--- config.mk ---
export PLATFORM = sky130hd
export DESIGN_NAME = mini16_run_monitor_flat
export DESIGN_NICKNAME = d
export VERILOG_FILES = /design/src/rtl/mini16_run_monitor_if.sv /design/src/rtl/mini16_run_monitor.sv /design/src/flat_wrapper.sv
export SDC_FILE = /design/constraint.sdc
export NUM_CORES = 1
export LEC_CHECK = 0
export CAP_MARGIN = 40
export CORE_ASPECT_RATIO = 1.2
export CORE_MARGIN = 2
export CORE_UTILIZATION = 35
export CTS_CLUSTER_SIZE = 28
export DETAILED_ROUTE_END_ITERATION = 8
export SYNTH_ARGS = -nofsm -noshare
export SYNTH_HDL_FRONTEND = slang
export SYNTH_SLANG_ARGS = --single-unit
--- constraint.sdc ---
create_clock -name clk -period 7.2 [get_ports clk]
set_input_delay 1.08 -clock clk [delete_from_list [all_inputs] [get_ports clk]]
set_output_delay 1.08 -clock clk [all_outputs]
set_load 0.02 [all_outputs]
--- src/rtl/mini16_run_monitor_if.sv ---
// -----------------------------------------------------------------------------
// mini16_run_monitor_if
// Trace drain port of the mini16 run monitor.
//   trace_valid    : trace FIFO holds at least one entry
//   trace_ready    : consumer accepts the head entry this cycle
//   trace_data     : {timestamp, watched value} at the FIFO head
//   trace_overflow : sticky flag, an entry was dropped because the FIFO was full
// Modports: master = monitor side, slave = host/bench side.
// -----------------------------------------------------------------------------
interface mini16_run_monitor_if #(
  parameter int WIDTH_WATCH = 16,
  parameter int WIDTH_TIME  = 24
);
  logic                              trace_valid;
  logic                              trace_ready;
  logic [WIDTH_TIME+WIDTH_WATCH-1:0] trace_data;
  logic                              trace_overflow;

  modport master (
    output trace_valid,
    output trace_data,
    output trace_overflow,
    input  trace_ready
  );

  modport slave (
    input  trace_valid,
    input  trace_data,
    input  trace_overflow,
    output trace_ready
  );
endinterface

--- src/rtl/mini16_run_monitor.sv ---
// -----------------------------------------------------------------------------
// mini16_run_monitor
// Run controller and trace monitor for mini16 SoC bring-up. Sequences the SoC
// reset, bounds the run to MAX_TICKS cycles, stops early on a masked match of
// the watched bus, and timestamps every change of the watched bus into a
// show-ahead trace FIFO drained over a valid/ready port.
// Ports:
//   clk, reset        : clock and synchronous active-high reset
//   start             : run request (honoured in IDLE and DONE only)
//   watch             : monitored status bus
//   done_value/mask   : completion pattern; zero mask disables matching
//   dut_reset         : reset to the SoC
//   running/finished  : in RUN / in DONE
//   timeout           : DONE was reached because the budget expired
//   cycle_count       : RUN cycle index, holds in DONE
//   trace             : trace FIFO drain port (master modport)
// -----------------------------------------------------------------------------
module mini16_run_monitor #(
  parameter int WIDTH_WATCH  = 16,
  parameter int WIDTH_TIME   = 24,
  parameter int DEPTH_TRACE  = 4,
  parameter int RESET_CYCLES = 10,
  parameter int MAX_TICKS    = 10000
) (
  input  logic                   clk,
  input  logic                   reset,
  input  logic                   start,
  input  logic [WIDTH_WATCH-1:0] watch,
  input  logic [WIDTH_WATCH-1:0] done_value,
  input  logic [WIDTH_WATCH-1:0] done_mask,
  output logic                   dut_reset,
  output logic                   running,
  output logic                   finished,
  output logic                   timeout,
  output logic [WIDTH_TIME-1:0]  cycle_count,
  mini16_run_monitor_if.master   trace
);

  localparam int FIFO_N = 1 << DEPTH_TRACE;
  localparam logic [WIDTH_TIME-1:0]  CNT_ONE   = {{(WIDTH_TIME-1){1'b0}}, 1'b1};
  localparam logic [WIDTH_TIME-1:0]  LAST_TICK = WIDTH_TIME'(MAX_TICKS - 1);
  localparam logic [WIDTH_TIME-1:0]  RST_LOAD  = WIDTH_TIME'(RESET_CYCLES);
  localparam logic [DEPTH_TRACE:0]   PTR_ONE   = {{DEPTH_TRACE{1'b0}}, 1'b1};

  typedef enum logic [1:0] {
    S_IDLE      = 2'd0,
    S_RESET_DUT = 2'd1,
    S_RUN       = 2'd2,
    S_DONE      = 2'd3
  } state_t;

  state_t                           state_q, state_d;
  logic [WIDTH_TIME-1:0]            rst_cnt_q, rst_cnt_d;
  logic [WIDTH_TIME-1:0]            cycle_q, cycle_d;
  logic [WIDTH_WATCH-1:0]           watch_q, watch_d;
  logic                             dut_reset_q, dut_reset_d;
  logic                             running_q, running_d;
  logic                             finished_q, finished_d;
  logic                             timeout_q, timeout_d;
  logic                             valid_q, valid_d;
  logic                             ovf_q, ovf_d;
  logic [DEPTH_TRACE:0]             wr_ptr_q, wr_ptr_d;
  logic [DEPTH_TRACE:0]             rd_ptr_q, rd_ptr_d;
  logic [WIDTH_TIME+WIDTH_WATCH-1:0] mem_q [FIFO_N];

  logic match_s, expire_s, push_s, flush_s;
  logic full_s, pop_s, wr_en_s, drop_s;

  // Run sequencer: next state, counters and registered status outputs.
  always_comb begin
    state_d   = state_q;
    rst_cnt_d = rst_cnt_q;
    cycle_d   = cycle_q;
    timeout_d = timeout_q;
    flush_s   = 1'b0;
    push_s    = 1'b0;
    watch_d   = watch;
    match_s   = (done_mask != {WIDTH_WATCH{1'b0}}) &&
                ((watch & done_mask) == (done_value & done_mask));
    expire_s  = (cycle_q == LAST_TICK);

    case (state_q)
      S_IDLE, S_DONE: begin
        if (start) begin
          state_d   = S_RESET_DUT;
          rst_cnt_d = RST_LOAD;
          cycle_d   = {WIDTH_TIME{1'b0}};
          timeout_d = 1'b0;
          flush_s   = 1'b1;
        end else begin
          state_d = state_q;
        end
      end
      S_RESET_DUT: begin
        // Counter was loaded with RESET_CYCLES, so leaving at 1 gives exactly
        // RESET_CYCLES cycles of dut_reset.
        if (rst_cnt_q <= CNT_ONE) begin
          state_d = S_RUN;
          cycle_d = {WIDTH_TIME{1'b0}};
        end else begin
          rst_cnt_d = rst_cnt_q - CNT_ONE;
        end
      end
      S_RUN: begin
        // cycle_q is zero only in the first RUN cycle: that entry is unconditional.
        push_s = (cycle_q == {WIDTH_TIME{1'b0}}) || (watch != watch_q);
        if (match_s) begin
          state_d   = S_DONE;
          timeout_d = 1'b0;
        end else if (expire_s) begin
          state_d   = S_DONE;
          timeout_d = 1'b1;
        end else begin
          cycle_d = cycle_q + CNT_ONE;
        end
      end
      default: begin
        state_d = S_IDLE;
      end
    endcase

    dut_reset_d = (state_d == S_IDLE) || (state_d == S_RESET_DUT);
    running_d   = (state_d == S_RUN);
    finished_d  = (state_d == S_DONE);
  end

  // Trace FIFO pointer and flag update; a full FIFO still accepts a push when
  // the head is popped in the same cycle.
  always_comb begin
    full_s  = (wr_ptr_q[DEPTH_TRACE] != rd_ptr_q[DEPTH_TRACE]) &&
              (wr_ptr_q[DEPTH_TRACE-1:0] == rd_ptr_q[DEPTH_TRACE-1:0]);
    pop_s   = valid_q && trace.trace_ready;
    wr_en_s = push_s && (!full_s || pop_s);
    drop_s  = push_s && full_s && !pop_s;
    if (flush_s) begin
      wr_ptr_d = {(DEPTH_TRACE+1){1'b0}};
      rd_ptr_d = {(DEPTH_TRACE+1){1'b0}};
      ovf_d    = 1'b0;
    end else begin
      wr_ptr_d = wr_en_s ? (wr_ptr_q + PTR_ONE) : wr_ptr_q;
      rd_ptr_d = pop_s   ? (rd_ptr_q + PTR_ONE) : rd_ptr_q;
      ovf_d    = ovf_q | drop_s;
    end
    valid_d = (wr_ptr_d != rd_ptr_d);
  end

  // State and output registers with synchronous reset.
  always_ff @(posedge clk) begin
    if (reset) begin
      state_q     <= S_IDLE;
      rst_cnt_q   <= {WIDTH_TIME{1'b0}};
      cycle_q     <= {WIDTH_TIME{1'b0}};
      watch_q     <= {WIDTH_WATCH{1'b0}};
      dut_reset_q <= 1'b1;
      running_q   <= 1'b0;
      finished_q  <= 1'b0;
      timeout_q   <= 1'b0;
      valid_q     <= 1'b0;
      ovf_q       <= 1'b0;
      wr_ptr_q    <= {(DEPTH_TRACE+1){1'b0}};
      rd_ptr_q    <= {(DEPTH_TRACE+1){1'b0}};
    end else begin
      state_q     <= state_d;
      rst_cnt_q   <= rst_cnt_d;
      cycle_q     <= cycle_d;
      watch_q     <= watch_d;
      dut_reset_q <= dut_reset_d;
      running_q   <= running_d;
      finished_q  <= finished_d;
      timeout_q   <= timeout_d;
      valid_q     <= valid_d;
      ovf_q       <= ovf_d;
      wr_ptr_q    <= wr_ptr_d;
      rd_ptr_q    <= rd_ptr_d;
    end
  end

  // Trace storage; contents are meaningless outside the pointer window, so no reset.
  always_ff @(posedge clk) begin
    if (wr_en_s) begin
      mem_q[wr_ptr_q[DEPTH_TRACE-1:0]] <= {cycle_q, watch};
    end
  end

  assign dut_reset            = dut_reset_q;
  assign running              = running_q;
  assign finished             = finished_q;
  assign timeout              = timeout_q;
  assign cycle_count          = cycle_q;
  assign trace.trace_valid    = valid_q;
  assign trace.trace_overflow = ovf_q;
  assign trace.trace_data     = mem_q[rd_ptr_q[DEPTH_TRACE-1:0]];

endmodule

--- src/flat_wrapper.sv ---
// flat-port wrapper written by rule: the top's interface ports become plain ports
module mini16_run_monitor_flat 
#(
  parameter int WIDTH_WATCH  = 16,
  parameter int WIDTH_TIME   = 24,
  parameter int DEPTH_TRACE  = 4,
  parameter int RESET_CYCLES = 10,
  parameter int MAX_TICKS    = 10000
)
  (clk, reset, start, watch, done_value, done_mask, dut_reset, running, finished, timeout, cycle_count, trace_trace_valid, trace_trace_data, trace_trace_overflow, trace_trace_ready);
  mini16_run_monitor_if #(.WIDTH_WATCH(WIDTH_WATCH), .WIDTH_TIME(WIDTH_TIME)) trace_i ();
  input  logic clk;
  input  logic reset;
  input  logic start;
  input  logic [WIDTH_WATCH-1:0] watch;
  input  logic [WIDTH_WATCH-1:0] done_value;
  input  logic [WIDTH_WATCH-1:0] done_mask;
  output logic dut_reset;
  output logic running;
  output logic finished;
  output logic timeout;
  output logic [WIDTH_TIME-1:0] cycle_count;
  output wire logic [$bits(trace_i.trace_valid)-1:0] trace_trace_valid;
  output wire logic [$bits(trace_i.trace_data)-1:0] trace_trace_data;
  output wire logic [$bits(trace_i.trace_overflow)-1:0] trace_trace_overflow;
  input wire logic [$bits(trace_i.trace_ready)-1:0] trace_trace_ready;
  assign trace_trace_valid = trace_i.trace_valid;
  assign trace_trace_data = trace_i.trace_data;
  assign trace_trace_overflow = trace_i.trace_overflow;
  assign trace_i.trace_ready = trace_trace_ready;
  mini16_run_monitor #(.WIDTH_WATCH(WIDTH_WATCH), .WIDTH_TIME(WIDTH_TIME), .DEPTH_TRACE(DEPTH_TRACE), .RESET_CYCLES(RESET_CYCLES), .MAX_TICKS(MAX_TICKS)) u_core (.clk(clk), .reset(reset), .start(start), .watch(watch), .done_value(done_value), .done_mask(done_mask), .dut_reset(dut_reset), .running(running), .finished(finished), .timeout(timeout), .cycle_count(cycle_count), .trace(trace_i));
endmodule
* After elaboration in Yosys (flattened, before gate mapping) *
Memory sizes are Yosys's and may differ from the RTL's. A register that Yosys moved wholly into a read port is not among the register bits.
Cells that the tools add are included.

word-level totals
  bits in writable memories = 640
  register bits after elaboration = 82
  memories kept = 1

cells by class
  reductions and logical operators = 22
  muxes and demuxes = 27
  order comparisons = 1
  eq/ne operators = 18
  add/subtract/negate cells = 4
  bitwise logic cells = 3

memories
  memory        depth  bits a word  rd ports  clocked after Yosys merged registers in  wr ports  RTL line                  RTL
  u_core.mem_q  16     40           1         1                                        1         mini16_run_monitor.sv:64  logic [WIDTH_TIME+WIDTH_WATCH-1:0] mem_q [FIFO_N];

operator list
  kind                                                              count
  2-to-1 mux 24 bit                                                 6
  one-hot mux 24 bit (3 select lines)                               1
  one-hot mux 24 bit (2 select lines)                               1
  AND 16 bit                                                        2
  adder 24 x 1 -> 24 bit (second input constant)                    1
  == test 24 x 14 -> 1 bit (second input constant)                  1
  less-or-equal comparator 24 x 1 -> 1 bit (second input constant)  1
  zero test 24 bit                                                  1
  subtractor 24 x 1 -> 24 bit (second input constant)               1
  2-to-1 mux 5 bit                                                  4
  == test 16 bit                                                    1
  inequality test 16 bit                                            1
  nonzero test 16 bit                                               1
  adder 5 x 1 -> 5 bit (second input constant)                      2
  == test 2 bit (second input constant)                             4
  2-to-1 mux 1 bit                                                  8
  2-to-1 mux 2 bit                                                  4
  inequality test 2 bit (second input constant)                     4
  logical AND 1 bit                                                 6
  one-hot mux 2 bit (3 select lines)                                1
  AND reduction 3 bit                                               2
  inequality test 5 bit                                             1
  == test 2 x 1 -> 1 bit (second input constant)                    2
  == test 4 bit                                                     1
  other kinds (12)                                                  18

* Longest topological paths before layout *
Gate-level depths: netlist (run 1).

  word-level depth = 8
  depth in mapped cells = 11
  gate-level depth less buffers = 9

* Least setup slack after synthesis (run 1) *
OpenSTA, ideal clock, no wires.

  path kind = input-to-reg
  from = input watch[11]
  to = register u_core.valid_q (netlist: u_core.trace.trace_valid)
  slack = 1677 ps
  stages on the path = 7
  arrival time = 5403 ps
  required time = 7080 ps
  path through = xnor2_1 nand4_1 a311oi_1 a211oi_1 xnor2_1 xnor2_1 o31a_1

on the way
  longest elaborated chain between the ends = 7

RTL lines
  what                    RTL line                   RTL
  from (decl)             flat_wrapper.sv:15         input logic [WIDTH_WATCH-1:0] watch;
  inequality test 16 bit  mini16_run_monitor.sv:106  push_s = (cycle_q == {WIDTH_TIME{1'b0}}) || (watch != watch_q);
  logical OR 1 bit        mini16_run_monitor.sv:106
  2-to-1 mux 1 bit        mini16_run_monitor.sv:82   case (state_q)
  logical AND 1 bit       mini16_run_monitor.sv:133  wr_en_s = push_s && (!full_s || pop_s);
  2-to-1 mux 5 bit        mini16_run_monitor.sv:140  wr_ptr_d = wr_en_s ? (wr_ptr_q + PTR_ONE) : wr_ptr_q;
  2-to-1 mux 5 bit        mini16_run_monitor.sv:135  if (flush_s) begin
  inequality test 5 bit   mini16_run_monitor.sv:144  valid_d = (wr_ptr_d != rd_ptr_d);
  to (signal assigned)    mini16_run_monitor.sv:171  valid_q <= valid_d;
  to (decl)               mini16_run_monitor.sv:60   logic valid_q, valid_d;

Every way passes these cells.
A chain may end at the register's enable or synchronous reset.

==> impl_metrics.ini, run 1 <==
[critical_path]
crit_top_cell = mux4_2
end_kind = output port
cp_data_required_time_ns = 6.12
startpoint_type = register
cp.arrival_ns = 3.56
cp_max_fo = 61
cp_slowest_cell = clkdlybuf4s50_1
crit_type = register to output port
critPathMaxStageDelay_ns = 0.59
critPathBufInv = 3
crit_family = buffers and inverters
crit_chain = buf_16 -> buf_12 -> mux4_2 -> mux4_2 -> clkdlybuf4s50_1

[timing]
tightest_slew_ns = 0.939
fin_crit_ns = 4.64
fmax_ghz = 0.215
hold_violations = 0
layout_setup_ws_ns = 2.56
period_share_pct = 64.5
maxSlewHeadroom_pct = 37.3
finalMaxSlewViolations = 0
fin_worst_skew_ns = 0.0226
rsz0062_at_grt = no
setup_viol = 0
finalSetupTns_ns = 0

[floorplanning]
rows = 114
initial_core_util_pct = 35.2
dieHeight_um = 316
core_mm2 = 0.0804
die_w_um = 264
io-pin-count = 122
die-area_mm2 = 0.0833

[detailed_routing]
dr.pass1.iters = 5
routed_wl_mm = 67.5
drc_errors = 0
routed_via_density = 5.30
dr_wl_met3_mm = 4.05
via_count = 14317
antenna_left = 0
routedWlPerCell_um = 25.0
wl_met2_mm = 34.4
top_layer = met5
drtIter0Drc = 1148
wl_met1_mm = 27.6

[power_and_ir_drop]
ir_drop_mv = 0.193
power.density_mw_per_mm2 = 287
switching_power_uw = 2270
internal_power_uw = 7440
p_clk_share_pct = 40.5
combPwrFrac_pct = 11.1
p_leak_uw = 0.0106
pwr-share-seq_pct = 48.4
fin_total_pwr_uw = 9710
switching_share_pct = 23.3

[clock_network]
hold_buffers = 0
clk_pin_slew_ns = 0.06
cts_max_level = 3
cts.path.max_buffers = 3
cts_tree = yes
clk_latency_ns = 0.61
cts_sinks = 722
root_buffer = clkbuf_16
cts_buffers = 73
ctsResizeCount = 0
postCtsSetupRepairBufs = 0

[yosys]
yosysSeqAreaShare_pct = 73.6
synth-seq-cells = 722
synthFlopType = edfxtp_1
yosys_warnings = 0
avgSynthCellArea_um2 = 20.1
synth_edf_count = 640
syn_inst = 1407
syn_area_mm2 = 0.0283
async_flop_share_pct = 0
synth.distinct_cells = 56
syn_nets = 1470

[final_layout]
final_cell_mix = edfxtp_1, mux4_2, clkdlybuf4s50_1, dfxtp_1, clkbuf_16
fill_cells = 7043
area_growth_pct = 19.2
drive_above_1_share_pct = 24.1
fin_util_pct = 42.0
regArea_mm2 = 0.0209
nets = 1659
mostFrequentLayoutCell = edfxtp_1
multi_input_area_mm2 = 0.00729

[global_routing]
antenna_found_initial = 1
first_global_vias = 14845
grt_max_degree = 97
grt_usage_pct = 16.3
grt_pass1_wl_mm = 100
gr-total-overflow = 0

[job]
drv_cap = 0

[run_status]
status = complete, no violations

[worst_hold_path]
min_path_type = register to register

[placement]
place_ws_ns = 2.38
hpwl_mm = 40.9
gp_congestion = 0.802
io_buffer_count = 121
-- cells by family after synthesis --
logic type	Yosys count	share of synthesized area, %
flops	722	73.6
simple gates	242	4.75
mux	202	16.0
compound gates	78	1.77
buf+inv	78	1.09
xor+xnor	74	2.34
fa+ha+maj	11	0.486
-- path summary, 6_finish.rpt --
| check | end | slack (ns) | start | cells after the start |
|---|---|---|---|---|
| hold / removal | u_core.rst_cnt_q[15] | 0.49 | u_core.rst_cnt_q[15] | 2 |
| setup / recovery | trace_trace_data[13] | 2.56 | u_core.rd_ptr_q[0] | 5 |
| hold reg to reg | u_core.rst_cnt_q[15] | 0.49 | u_core.rst_cnt_q[15] | 2 |
| setup reg to reg | u_core.mem_q[14][35] | 3.09 | u_core.cycle_count[11] | 8 |
-- power by group through the flow --
| stage | Clock [uW] | Sequential (uW) | Combinational [uW] |
|---|---|---|---|
| 6_report | 3930 | 4700 | 1080 |
| 5_1_grt | 4160 | 4710 | 1170 |
| 4_1_cts | 4010 | 4700 | 1090 |
| 3_5_place_dp | 0 | 4790 | 1080 |
| 3_3_place_gp | 0 | 4780 | 1050 |
| 2_1_floorplan | 0 | 4780 | 774 |
-- worst reg2reg max path, delay by kind of cell, from the launching register on --
| kind | cells | cell delay, ns |
|---|---|---|
| AOI/OAI and AO/OA | 2 | 0.61 |
| DFF | 1 | 0.61 |
| buffers and inverters | 2 | 0.78 |
| and+or+nand+nor | 4 | 1.71 |
-- through the flow --
step / cells / hold WS, ns / instance area [um^2]
after floorplan: 1407 / 0.443 / 28300
after global placement: 2561 / 0.458 / 31200
after detailed placement: 2565 / 0.467 / 31300
after CTS: 2699 / 0.485 / 33800
after global routing: 2699 / 0.532 / 33800
final: 2700 / 0.485 / 33800
-- layout make-up --
| cell class | count | share of cell area, % |
|---|---|---|
| diodes | 1 | 0.00741 |
| clock buffers | 96 | 5.97 |
| clock inverters | 38 | 1.43 |
| inverters | 12 | 0.133 |
| multi-input cells | 607 | 21.6 |
| flip-flops and latches | 722 | 61.8 |
| well taps | 1044 | 3.87 |
| repair buffers | 180 | 5.21 |
-- routing by layer --
layer	GRT usage (%)	vias up
met1	21.4	7638
met2	28.0	425
met3	3.20	86
met4	4.40	2
met5	0	-
li1	-	6166
-- registers in the layout, indices dropped and copies added (netlist names) --
name,cells
u_core.timeout,1
u_core.wr_ptr_q,5
u_core.rd_ptr_q,5
u_core.dut_reset,1
u_core.finished,1
u_core.state_q,2
u_core.running,1
u_core.trace.trace_valid,1
u_core.mem_q,640
u_core.watch_q,16
u_core.trace.trace_overflow,1
u_core.cycle_count,24
u_core.rst_cnt_q,24
-- cell usage after synthesis, types with 2 or more instances --
master / number / area share [%]
a211oi_1: 2 / 0.053
a21o_1: 2 / 0.053
a21oi_1: 32 / 0.57
a22oi_1: 6 / 0.16
a311oi_1: 2 / 0.062
a31oi_1: 2 / 0.044
and2_1: 2 / 0.044
and3_1: 8 / 0.18
and4_1: 3 / 0.093
buf_1: 11 / 0.15
buf_2: 2 / 0.035
buf_6: 2 / 0.079
clkbuf_1: 51 / 0.68
dfxtp_1: 82 / 5.8
edfxtp_1: 640 / 68
ha_1: 11 / 0.49
inv_1: 12 / 0.16
mux4_2: 200 / 16
nand2_1: 29 / 0.38
nand2b_1: 4 / 0.088
nand3_1: 16 / 0.28
nand3_4: 2 / 0.12
nand4_1: 23 / 0.51
nor2_1: 63 / 0.83
nor2b_1: 20 / 0.44
nor3_1: 17 / 0.30
nor4_1: 13 / 0.29
o211ai_1: 4 / 0.11
o21a_1: 2 / 0.053
o21ai_0: 14 / 0.25
o31ai_1: 3 / 0.079
o41ai_1: 2 / 0.062
or2_2: 3 / 0.066
or3_1: 20 / 0.44
or4_1: 10 / 0.26
xnor2_1: 43 / 1.3
xor2_1: 30 / 0.93
Power figures use the tool's default switching activity.
==> run 2: changes to the inputs <==
==> constraint.sdc (replaced) <==
create_clock -name clk -period 4.55 [get_ports clk]
set_input_delay 0.6825 -clock clk [delete_from_list [all_inputs] [get_ports clk]]
set_output_delay 0.6825 -clock clk [all_outputs]
set_load 0.02 [all_outputs]
==> run 2 against run 1 <==
  * Sequential cell count stayed put
  * Utilization is 0.065 points lower
  * Worst setup slack got worse by 2.1 ns
  * Clock skew down 0.0043 ns
  * Count of clock-buffer cells in the layout fell by 3
  * Die area did not move
  * Register-to-register slack lost 1.6 ns
  * Worst hold slack about the same
  * Critical endpoint is now trace_trace_data[11]
  * Largest power group unchanged
  * Highest routed layer is now met4
==> impl_metrics.ini, run 2 (synthesis gave the netlist of run 1 again) <==
[timing]
maxSlewHeadroom_pct = 41.3
fin_crit_ns = 4.09
whs_ns = 0.486
finalSetupTns_ns = 0
fmax_ghz = 0.245
setup_viol = 0
rsz0062_at_grt = no
fin_worst_skew_ns = 0.0183
finalMaxSlewViolations = 0
hold_violations = 0
period_share_pct = 89.8
tightest_slew_ns = 0.874

[final_layout]
antennaDiodeCount = 0
nets = 1680
mostFrequentLayoutCell = edfxtp_1
final_cell_area_mm2 = 0.0337
drive_above_1_share_pct = 24.8
final_cell_count_no_fill = 2716
regArea_mm2 = 0.0209
final_cell_mix = edfxtp_1, mux4_2, clkdlybuf4s50_1, dfxtp_1, buf_4
multi_input_area_mm2 = 0.00731
area_growth_pct = 19.0
largest_register_ff_count = 640
fill_cells = 7045

[detailed_routing]
wl_met1_mm = 29.7
routed_via_density = 5.31
via_count = 14431
drtIter0Drc = 1299
wl_met2_mm = 35.9
dr.pass1.iters = 5
top_layer = met4
drc_errors = 0
routed_wl_mm = 70.7
dr_wl_met3_mm = 3.70
antenna_left = 0
routedWlPerCell_um = 26.0

[clock_network]
cts.path.max_buffers = 3
ctsResizeCount = 0
cts_sinks = 722
root_buffer = clkbuf_16
clk_pin_slew_ns = 0.06
cts_buffers = 71
cts_tree = yes
hold_buffers = 0
clk_latency_ns = 0.61
postCtsSetupRepairBufs = 0
cts_max_level = 3

[floorplanning]
die_w_um = 264
rows = 114
dieHeight_um = 316
core_mm2 = 0.0804
die-area_mm2 = 0.0833
io-pin-count = 122
initial_core_util_pct = 35.2

[power_and_ir_drop]
internal_power_uw = 11300
p_clk_share_pct = 38.6
power.density_mw_per_mm2 = 442
combPwrFrac_pct = 11.5
pwr-share-seq_pct = 49.9
p_leak_uw = 0.0106
ir_drop_mv = 0.294
switching_power_uw = 3600
switching_share_pct = 24.1

[critical_path]
cp_max_fo = 78
critPathMaxStageDelay_ns = 0.67
crit_top_cell = mux4_2
crit_type = register to output port
cp_data_required_time_ns = 3.87
cp.arrival_ns = 3.40
crit_chain = buf_12 -> mux4_2 -> mux4_2 -> clkdlybuf4s50_1
crit_family = multiplexers
startpoint_type = register
end_kind = output port
cp_slowest_cell = mux4_2
critPathBufInv = 2

[job]
drv_cap = 0

[global_routing]
antenna_found_initial = 0
gr-total-overflow = 0
grt_max_degree = 85
grt_pass1_wl_mm = 103
first_global_vias = 15071
grt_usage_pct = 17.1

[run_status]
status = complete, no violations

[placement]
io_buffer_count = 121
placed_cell_area_mm2 = 0.0314
hpwl_mm = 44.6
dp.cells = 2588
gp_congestion = 0.803

[worst_hold_path]
min_path_type = register to register
## run 2: changes by cell type in the layout (fill, tap and decap cells not counted), moves of 2 or more
cell        change
bufinv_16       -6
buf_16          -3
clkinvlp_4      -2
clkinv_8        +3
clkbuf_16       -3
buf_4          +23
buf_12          +2
clkbuf_8        -3
nor3_4          +4
clkbuf_4        +2
nor3_2          -4
## run 2: area by class of cell
type / instances / share of cell area [%]
inverter: 12 / 0.134
sequential: 722 / 61.9
tap: 1044 / 3.87
timing repair buffer: 203 / 5.65
multi-input combinational: 607 / 21.7
clock inverter: 35 / 1.07
clock buffer: 93 / 5.69
## run 2: per-stage QoR
stage               setup WS, ns  total power, uW  util (%)
floorplan                  0.536             8790         -
global placement           0.352             9240      39.0
detailed placement         0.549             9310      39.1
CTS                        0.375            15000      41.9
global route               0.293            15500      41.9
finish                     0.463            14900      41.9
## run 2: per-layer routing
metal | up-vias | global-route usage (%)
met5 | - | 0
met4 | 0 | 4.33
met3 | 86 | 2.59
met2 | 457 | 29.4
met1 | 7697 | 22.8
li1 | 6191 | -
## run 2: worst paths after layout
check | from | depth (start not counted) | endpoint | slack (ns)
max reg2reg | u_core.cycle_count[0] | 9 | u_core.mem_q[6][23] | 1.46
max | u_core.rd_ptr_q[0] | 4 | trace_trace_data[11] | 0.46
min | u_core.rst_cnt_q[15] | 2 | u_core.rst_cnt_q[15] | 0.49
min reg2reg | u_core.rst_cnt_q[15] | 2 | u_core.rst_cnt_q[15] | 0.49
## run 2: worst register-to-register path, cell delays in order, from the launching register on
cell	delay, ns
dfxtp_1	0.31
inv_1	0.08
ha_1	0.15
nor4b_1	0.42
a311oi_1	0.35
a211oi_4	0.32
buf_4	0.19
nand2_1	0.25
nor2_4	0.17
buf_4	0.46
## run 2: power groups by stage
stage	clock network, uW	logic [uW]	registers, uW
6_report	5760	1710	7440
5_1_grt	6130	1870	7460
4_1_cts	5870	1730	7450
3_5_place_dp	0	1720	7590
3_3_place_gp	0	1670	7570
2_1_floorplan	0	1220	7560
